--- config.mk ---
export PLATFORM = sky130hd
export DESIGN_NAME = bus_rr_arbiter
export DESIGN_NICKNAME = d
export VERILOG_FILES = /design/src/rtl/bus_parameters.sv /design/src/rtl/bus_rr_picker.sv /design/src/rtl/bus_rr_arbiter.sv
export SDC_FILE = /design/constraint.sdc
export NUM_CORES = 1
export LEC_CHECK = 0
export BUFFER_PORTS_ARGS = -buffer_cell sky130_fd_sc_hd__buf_4
export CORE_AREA = 2 2 106 108
export CTS_CLUSTER_SIZE = 20
export DETAILED_ROUTE_END_ITERATION = 8
export DIE_AREA = 0 0 108 110
export PLACE_DENSITY = 0.66
export SETUP_SLACK_MARGIN = 0.05
export SLEW_MARGIN = 20
export SYNTH_ARGS = -nofsm -noshare
export SYNTH_HDL_FRONTEND = slang
export SYNTH_HIERARCHICAL = 1
export SYNTH_SLANG_ARGS = --single-unit
--- constraint.sdc ---
create_clock -name clock -period 1.95 [get_ports clock]
set_clock_uncertainty 0.2 [all_clocks]
set_input_delay 0.39 -clock clock [delete_from_list [all_inputs] [get_ports clock]]
set_output_delay 0.39 -clock clock [all_outputs]
set_load 0.005 [all_outputs]
--- src/rtl/bus_parameters.sv ---
// bus_parameters: shared constants, FSM state type and word-field helper for
// the bus round-robin arbiter. The optional broadcast delivery is enabled by
// defining BUS_ARB_BCAST_EN when building bus_rr_arbiter.
package bus_parameters;

    localparam int unsigned bits     = 32;
    localparam int unsigned drvrs    = 4;
    localparam int unsigned buses    = 2;
    localparam int unsigned MAX_BITS = 256;

    localparam logic [7:0] BROADCAST_ID = 8'hFF;

    typedef enum logic [1:0] {
        IDLE    = 2'd0,
        GRANT   = 2'd1,
        DELIVER = 2'd2
    } arb_state_e;

    // Destination ID is the top byte of a word. Callers left-align their word
    // into MAX_BITS so one helper serves every configured word width.
    function automatic logic [7:0] dst_of(input logic [MAX_BITS-1:0] aligned_word);
        return aligned_word[MAX_BITS-1 -: 8];
    endfunction

endpackage

--- src/rtl/bus_rr_picker.sv ---
// bus_rr_picker: combinational round-robin search over the request vector,
// starting at ptr_i and wrapping at DRVRS-1 back to 0.
module bus_rr_picker #(
    parameter int unsigned DRVRS = 4,
    parameter int unsigned IDX_W = $clog2(DRVRS)
) (
    input  logic [DRVRS-1:0] req_i,
    input  logic [IDX_W-1:0] ptr_i,
    output logic [IDX_W-1:0] gnt_o,
    output logic             any_o
);

    // First requester found walking forward from the pointer wins.
    always_comb begin
        gnt_o = '0;
        any_o = 1'b0;
        for (int i = 0; i < int'(DRVRS); i++) begin
            int idx;
            idx = int'(ptr_i) + i;
            if (idx >= int'(DRVRS)) begin
                idx = idx - int'(DRVRS);
            end else begin
                idx = idx;
            end
            if (!any_o && req_i[idx]) begin
                any_o = 1'b1;
                gnt_o = IDX_W'(idx);
            end else begin
                any_o = any_o;
            end
        end
    end

endmodule

--- src/rtl/bus_rr_arbiter.sv ---
// bus_rr_arbiter: round-robin bus controller for one bus lane. Grants one
// driver FIFO at a time, pops its head word and delivers it to the encoded
// destination. Broadcast delivery is present only when BUS_ARB_BCAST_EN is
// defined; otherwise a broadcast ID is dropped like any invalid ID.
module bus_rr_arbiter
    import bus_parameters::*;
#(
    parameter int unsigned BITS      = bits,
    parameter int unsigned DRVRS     = drvrs,
    parameter logic [7:0]  BROADCAST = BROADCAST_ID
) (
    input  logic                        clock,
    input  logic                        reset,
    input  logic [DRVRS-1:0]            pndng,
    input  logic [DRVRS-1:0][BITS-1:0]  D_pop,
    output logic [DRVRS-1:0]            pop,
    output logic [DRVRS-1:0]            push,
    output logic [DRVRS-1:0][BITS-1:0]  D_push,
    output logic                        busy,
    output logic                        drop
);

    localparam int unsigned      IDX_W = $clog2(DRVRS);
    localparam logic [DRVRS-1:0] ONE_HOT0 = DRVRS'(1);
    localparam logic [IDX_W-1:0] LAST_IDX = IDX_W'(DRVRS - 1);

    arb_state_e         state_q, state_d;
    logic [IDX_W-1:0]   gnt_q, gnt_d;
    logic [IDX_W-1:0]   ptr_q, ptr_d;
    logic [BITS-1:0]    word_q, word_d;
    logic [DRVRS-1:0]   pop_q, pop_d;
    logic [DRVRS-1:0]   push_q, push_d;
    logic               drop_q, drop_d;
    logic               busy_q, busy_d;

    logic [IDX_W-1:0]   pick_s;
    logic               any_s;
    logic [BITS-1:0]    head_s;
    logic [7:0]         dst_s;
    logic               unicast_ok_s;

    bus_rr_picker #(
        .DRVRS (DRVRS),
        .IDX_W (IDX_W)
    ) u_picker (
        .req_i (pndng),
        .ptr_i (ptr_q),
        .gnt_o (pick_s),
        .any_o (any_s)
    );

    // The granted head word is decoded while it is being popped so the
    // delivery strobes can be registered at the end of GRANT.
    assign head_s       = D_pop[gnt_q];
    assign dst_s        = dst_of(MAX_BITS'(head_s) << (MAX_BITS - BITS));
    assign unicast_ok_s = ({24'd0, dst_s} < DRVRS) && (dst_s != 8'(gnt_q));

    // State and datapath registers; reset loses any in-flight word.
    always_ff @(posedge clock or negedge reset) begin
        if (!reset) begin
            state_q <= IDLE;
            gnt_q   <= '0;
            ptr_q   <= '0;
            word_q  <= '0;
            pop_q   <= '0;
            push_q  <= '0;
            drop_q  <= 1'b0;
            busy_q  <= 1'b0;
        end else begin
            state_q <= state_d;
            gnt_q   <= gnt_d;
            ptr_q   <= ptr_d;
            word_q  <= word_d;
            pop_q   <= pop_d;
            push_q  <= push_d;
            drop_q  <= drop_d;
            busy_q  <= busy_d;
        end
    end

    // Next-state logic: pending requests are only looked at in IDLE.
    always_comb begin
        state_d = state_q;
        case (state_q)
            IDLE:    state_d = any_s ? GRANT : IDLE;
            GRANT:   state_d = DELIVER;
            DELIVER: state_d = IDLE;
            default: state_d = IDLE;
        endcase
    end

    // Next values of the registered outputs and datapath.
    always_comb begin
        gnt_d  = gnt_q;
        ptr_d  = ptr_q;
        word_d = word_q;
        pop_d  = '0;
        push_d = '0;
        drop_d = 1'b0;
        busy_d = (state_d != IDLE);
        case (state_q)
            IDLE: begin
                if (any_s) begin
                    gnt_d = pick_s;
                    pop_d = ONE_HOT0 << pick_s;
                end else begin
                    gnt_d = gnt_q;
                end
            end
            GRANT: begin
                word_d = head_s;
                ptr_d  = (gnt_q == LAST_IDX) ? '0 : gnt_q + IDX_W'(1);
                if (unicast_ok_s) begin
                    push_d = ONE_HOT0 << dst_s;
`ifdef BUS_ARB_BCAST_EN
                end else if (dst_s == BROADCAST) begin
                    push_d = ~(ONE_HOT0 << gnt_q);
`endif
                end else begin
                    drop_d = 1'b1;
                end
            end
            DELIVER: begin
                word_d = word_q;
            end
            default: begin
                word_d = word_q;
            end
        endcase
    end

    // Fan the single delivered-word register out to every lane.
    always_comb begin
        for (int i = 0; i < int'(DRVRS); i++) begin
            D_push[i] = word_q;
        end
    end

    assign pop  = pop_q;
    assign push = push_q;
    assign drop = drop_q;
    assign busy = busy_q;

endmodule
==> impl_metrics.env <==
export IMPL_place_gp_congestion=0.805
export IMPL_first_pass_iters=4
export IMPL_maxSlewHeadroom_pct=58.1
export IMPL_core_um2=10700
export IMPL_grt_overflow_total=0
export IMPL_clkSinkCount=48
export IMPL_status="complete, but fails checks"
export IMPL_cp_max_fo=5
export IMPL_yosys_warnings=6
export IMPL_ios=272
export IMPL_diodes=0
export IMPL_track_usage_pct=15.9
export IMPL_cts_buffer_depth=2
export IMPL_wl_per_cell_um=14.8
export IMPL_root_buffer="clkbuf_8"
export IMPL_r2r_cells=4
export IMPL_seqCellArea_um2=1200
export IMPL_fmax_ghz=0.448
export IMPL_num_rows=38
export IMPL_grt_max_degree=49
export IMPL_hold_violations=0
export IMPL_via_count=3005
export IMPL_maxSlewViolCount=0
export IMPL_vias_per_cell=4.45
export IMPL_max_cap_violations=0
export IMPL_min_period_ns=2.23
export IMPL_cts_tree="yes"
export IMPL_rsz0062_at_grt="true"
export IMPL_critPathTopFamily="simple AND/OR/NAND/NOR gates"
export IMPL_wl_met2_um=5470
export IMPL_top_layer="met4"
export IMPL_p_leak_nw=2.74
export IMPL_hp_class="in2reg"
export IMPL_die_w_um=108
export IMPL_ir_drop_mv=0.641
export IMPL_hpwl_um=8060
export IMPL_cts_made_buffers=5
export IMPL_r2r_end="drop"
export IMPL_cp_arrival_ns=2.22
export IMPL_path_cells="buf_12 -> mux4_2 -> or4_4 -> o31a_1"
export IMPL_fin_nets=669
export IMPL_n_fill_cell=991
export IMPL_worstSetupEndpointType="flip-flop"
export IMPL_crit_path_top_delay_cell="or4_4"
export IMPL_first_iter_violations=84
export IMPL_syn_to_final_growth_pct=53.5
export IMPL_whs_ns=0.291
export IMPL_holdPathStages=4
export IMPL_drive_above_1_share_pct=64.3
export IMPL_grt_pass1_wl_um=14700
export IMPL_wl_met3_um=733
export IMPL_final_setup_viol_count=5
export IMPL_initial_utilization_pct=31.5
export IMPL_critPathRequiredTime_ns=1.94
export IMPL_syn_area_um2=3370
export IMPL_synth_seq_cells=48
export IMPL_dp_slack_ns=-0.250
export IMPL_portBuffers=271
export IMPL_worst_slack_ns=-0.281
export IMPL_syn_inst=340
export IMPL_antenna_found_initial=0
export IMPL_timing_rr_start="gnt_q[0]"
export IMPL_syn_num_nets=475
export IMPL_floorplan_die_area_um2=11900
export IMPL_seq_area_frac_synth_pct=35.6
export IMPL_htreeDepth=2
export IMPL_yosysUniqueCellTypes=29
export IMPL_grt_pass1_vias=2897
export IMPL_rrSetupSlack_ns=-0.28
export IMPL_placed_area_um2=4910
export IMPL_die_h_um=110
export IMPL_drc=0
export IMPL_crit_type="reg2reg"
export IMPL_wirelength_um=10000
export IMPL_drt_met1_wl_um=3660
export IMPL_tns_ns=-0.883
export IMPL_path_buf_inv=1
export IMPL_power_density_nw_per_um2=1430
export IMPL_multi_input_area_um2=1360
export IMPL_violations="setup timing"
export IMPL_critical_path_max_stage_delay_ns=0.59
export IMPL_ant_nets=0
export IMPL_clk_pin_slew_worst_paths_ns=0.10
export IMPL_worstHoldStart="D_pop[72]"
export IMPL_crit_path_start_kind="flip-flop"
export IMPL_worst_pin_slew_ns=0.629
export IMPL_holdPathEnd="word_q[8]"
export IMPL_fin_area_um2=5180
export IMPL_clock_latency_ns=0.30
export IMPL_avgSynthCellArea_um2=9.92
export IMPL_period_share_pct=114
cell families (layout without fill, tap and decap cells):
kind of cell | Yosys count | count (layout) | synth area share (%)
simple gates | 127 | 127 | 15.6
buf+inv | 120 | 315 | 24.4
flops | 48 | 48 | 35.6
mux | 33 | 33 | 22.0
compound gates | 11 | 11 | 2.08
fa+ha+maj | 1 | 1 | 0.371
registers in the layout, indices dropped and copies added (netlist names):
| register | cells |
|---|---|
| busy | 1 |
| drop | 1 |
| push | 4 |
| ptr_q | 2 |
| pop | 4 |
| state_q | 2 |
| gnt_q | 2 |
| word_q | 32 |
report_power, final:
part | total, mW | switching, mW | internal, mW
Sequential | 1.97 | 0.531 | 1.44
Clock | 0.634 | 0.343 | 0.291
Combinational | 4.82 | 1.88 | 2.94
Total | 7.42 | 2.76 | 4.67
metal layers:
layer / track usage [%] / vias to the layer above
met2: 30.2 / 159
met1: 18.5 / 1403
li1: - / 1431
met4: 4.95 / 0
met5: 0 / -
met3: 2.35 / 12
Yosys cell counts:
cell | n | area, um^2
a21oi_1 | 4 | 20.0
a221o_1 | 1 | 10.0
and2_1 | 1 | 6.26
and3_1 | 1 | 6.26
buf_1 | 6 | 22.5
buf_2 | 3 | 15.0
buf_4 | 96 | 721
buf_6 | 1 | 11.3
clkbuf_1 | 5 | 18.8
dfrtp_1 | 48 | 1200
ha_1 | 1 | 12.5
inv_1 | 8 | 30.0
inv_2 | 1 | 3.75
mux4_2 | 33 | 743
nand2_1 | 104 | 390
nand2b_1 | 2 | 12.5
nand3_1 | 2 | 10.0
nand3b_1 | 2 | 15.0
nor2_1 | 5 | 18.8
nor2b_1 | 2 | 12.5
nor3_1 | 1 | 5.00
nor4_1 | 4 | 25.0
o21ai_0 | 3 | 15.0
o221ai_1 | 1 | 8.76
o31a_1 | 1 | 8.76
o31ai_1 | 1 | 7.51
or2_0 | 1 | 6.26
or3_1 | 1 | 6.26
or4_4 | 1 | 11.3
final cells by class:
cell class / instances / area share, %
Clock buffer: 6 / 1.59
Clock inverter: 2 / 0.266
Inverter: 9 / 0.652
Multi-Input combinational cell: 172 / 26.3
Sequential cell: 48 / 23.2
Tap cell: 140 / 3.38
Timing Repair Buffer: 298 / 44.6
worst max-delay path by stage:
stage,start,to,cells after the start
final,gnt_q[0],drop,4
after global routing,gnt_q[0],drop,4
after detailed placement,gnt_q[0],drop,3
after CTS,gnt_q[0],drop,3
after floorplan,gnt_q[0],drop,4
after global placement,D_pop[123],drop,4
what timing repair did:
action                                  CTS  global route
pin swaps                                 0             2
hold buffers                              1             0
hold endpoints to repair                 48             0
setup buffers                             1            10
resized for setup                         3             6
endpoints found under the setup margin   21            22
placed cells by master (no fill, tap or decap), drive strengths merged, types with 3 or more instances in the layout:
cell type / n
a21oi: 4
buf: 297
clkbuf: 6
dfrtp: 48
inv: 10
mux4: 33
nand2: 104
nor2: 5
nor4: 4
o21ai: 3
stage by stage:
step	utilization (%)	total power [mW]	instances
final	48.4	7.42	675
after global routing	48.4	8.08	675
after CTS	47.1	7.29	665
after detailed placement	45.9	6.58	655
after global placement	45.9	6.51	655
after floorplan	-	5.04	340
worst reg2reg max path, stage by stage (launching register included):
cell and delay, ns:
dfrtp_2 0.41, buf_12 0.12, mux4_2 0.50, or4_4 0.59
o31a_1 0.30
Power figures use the tool's default switching activity.
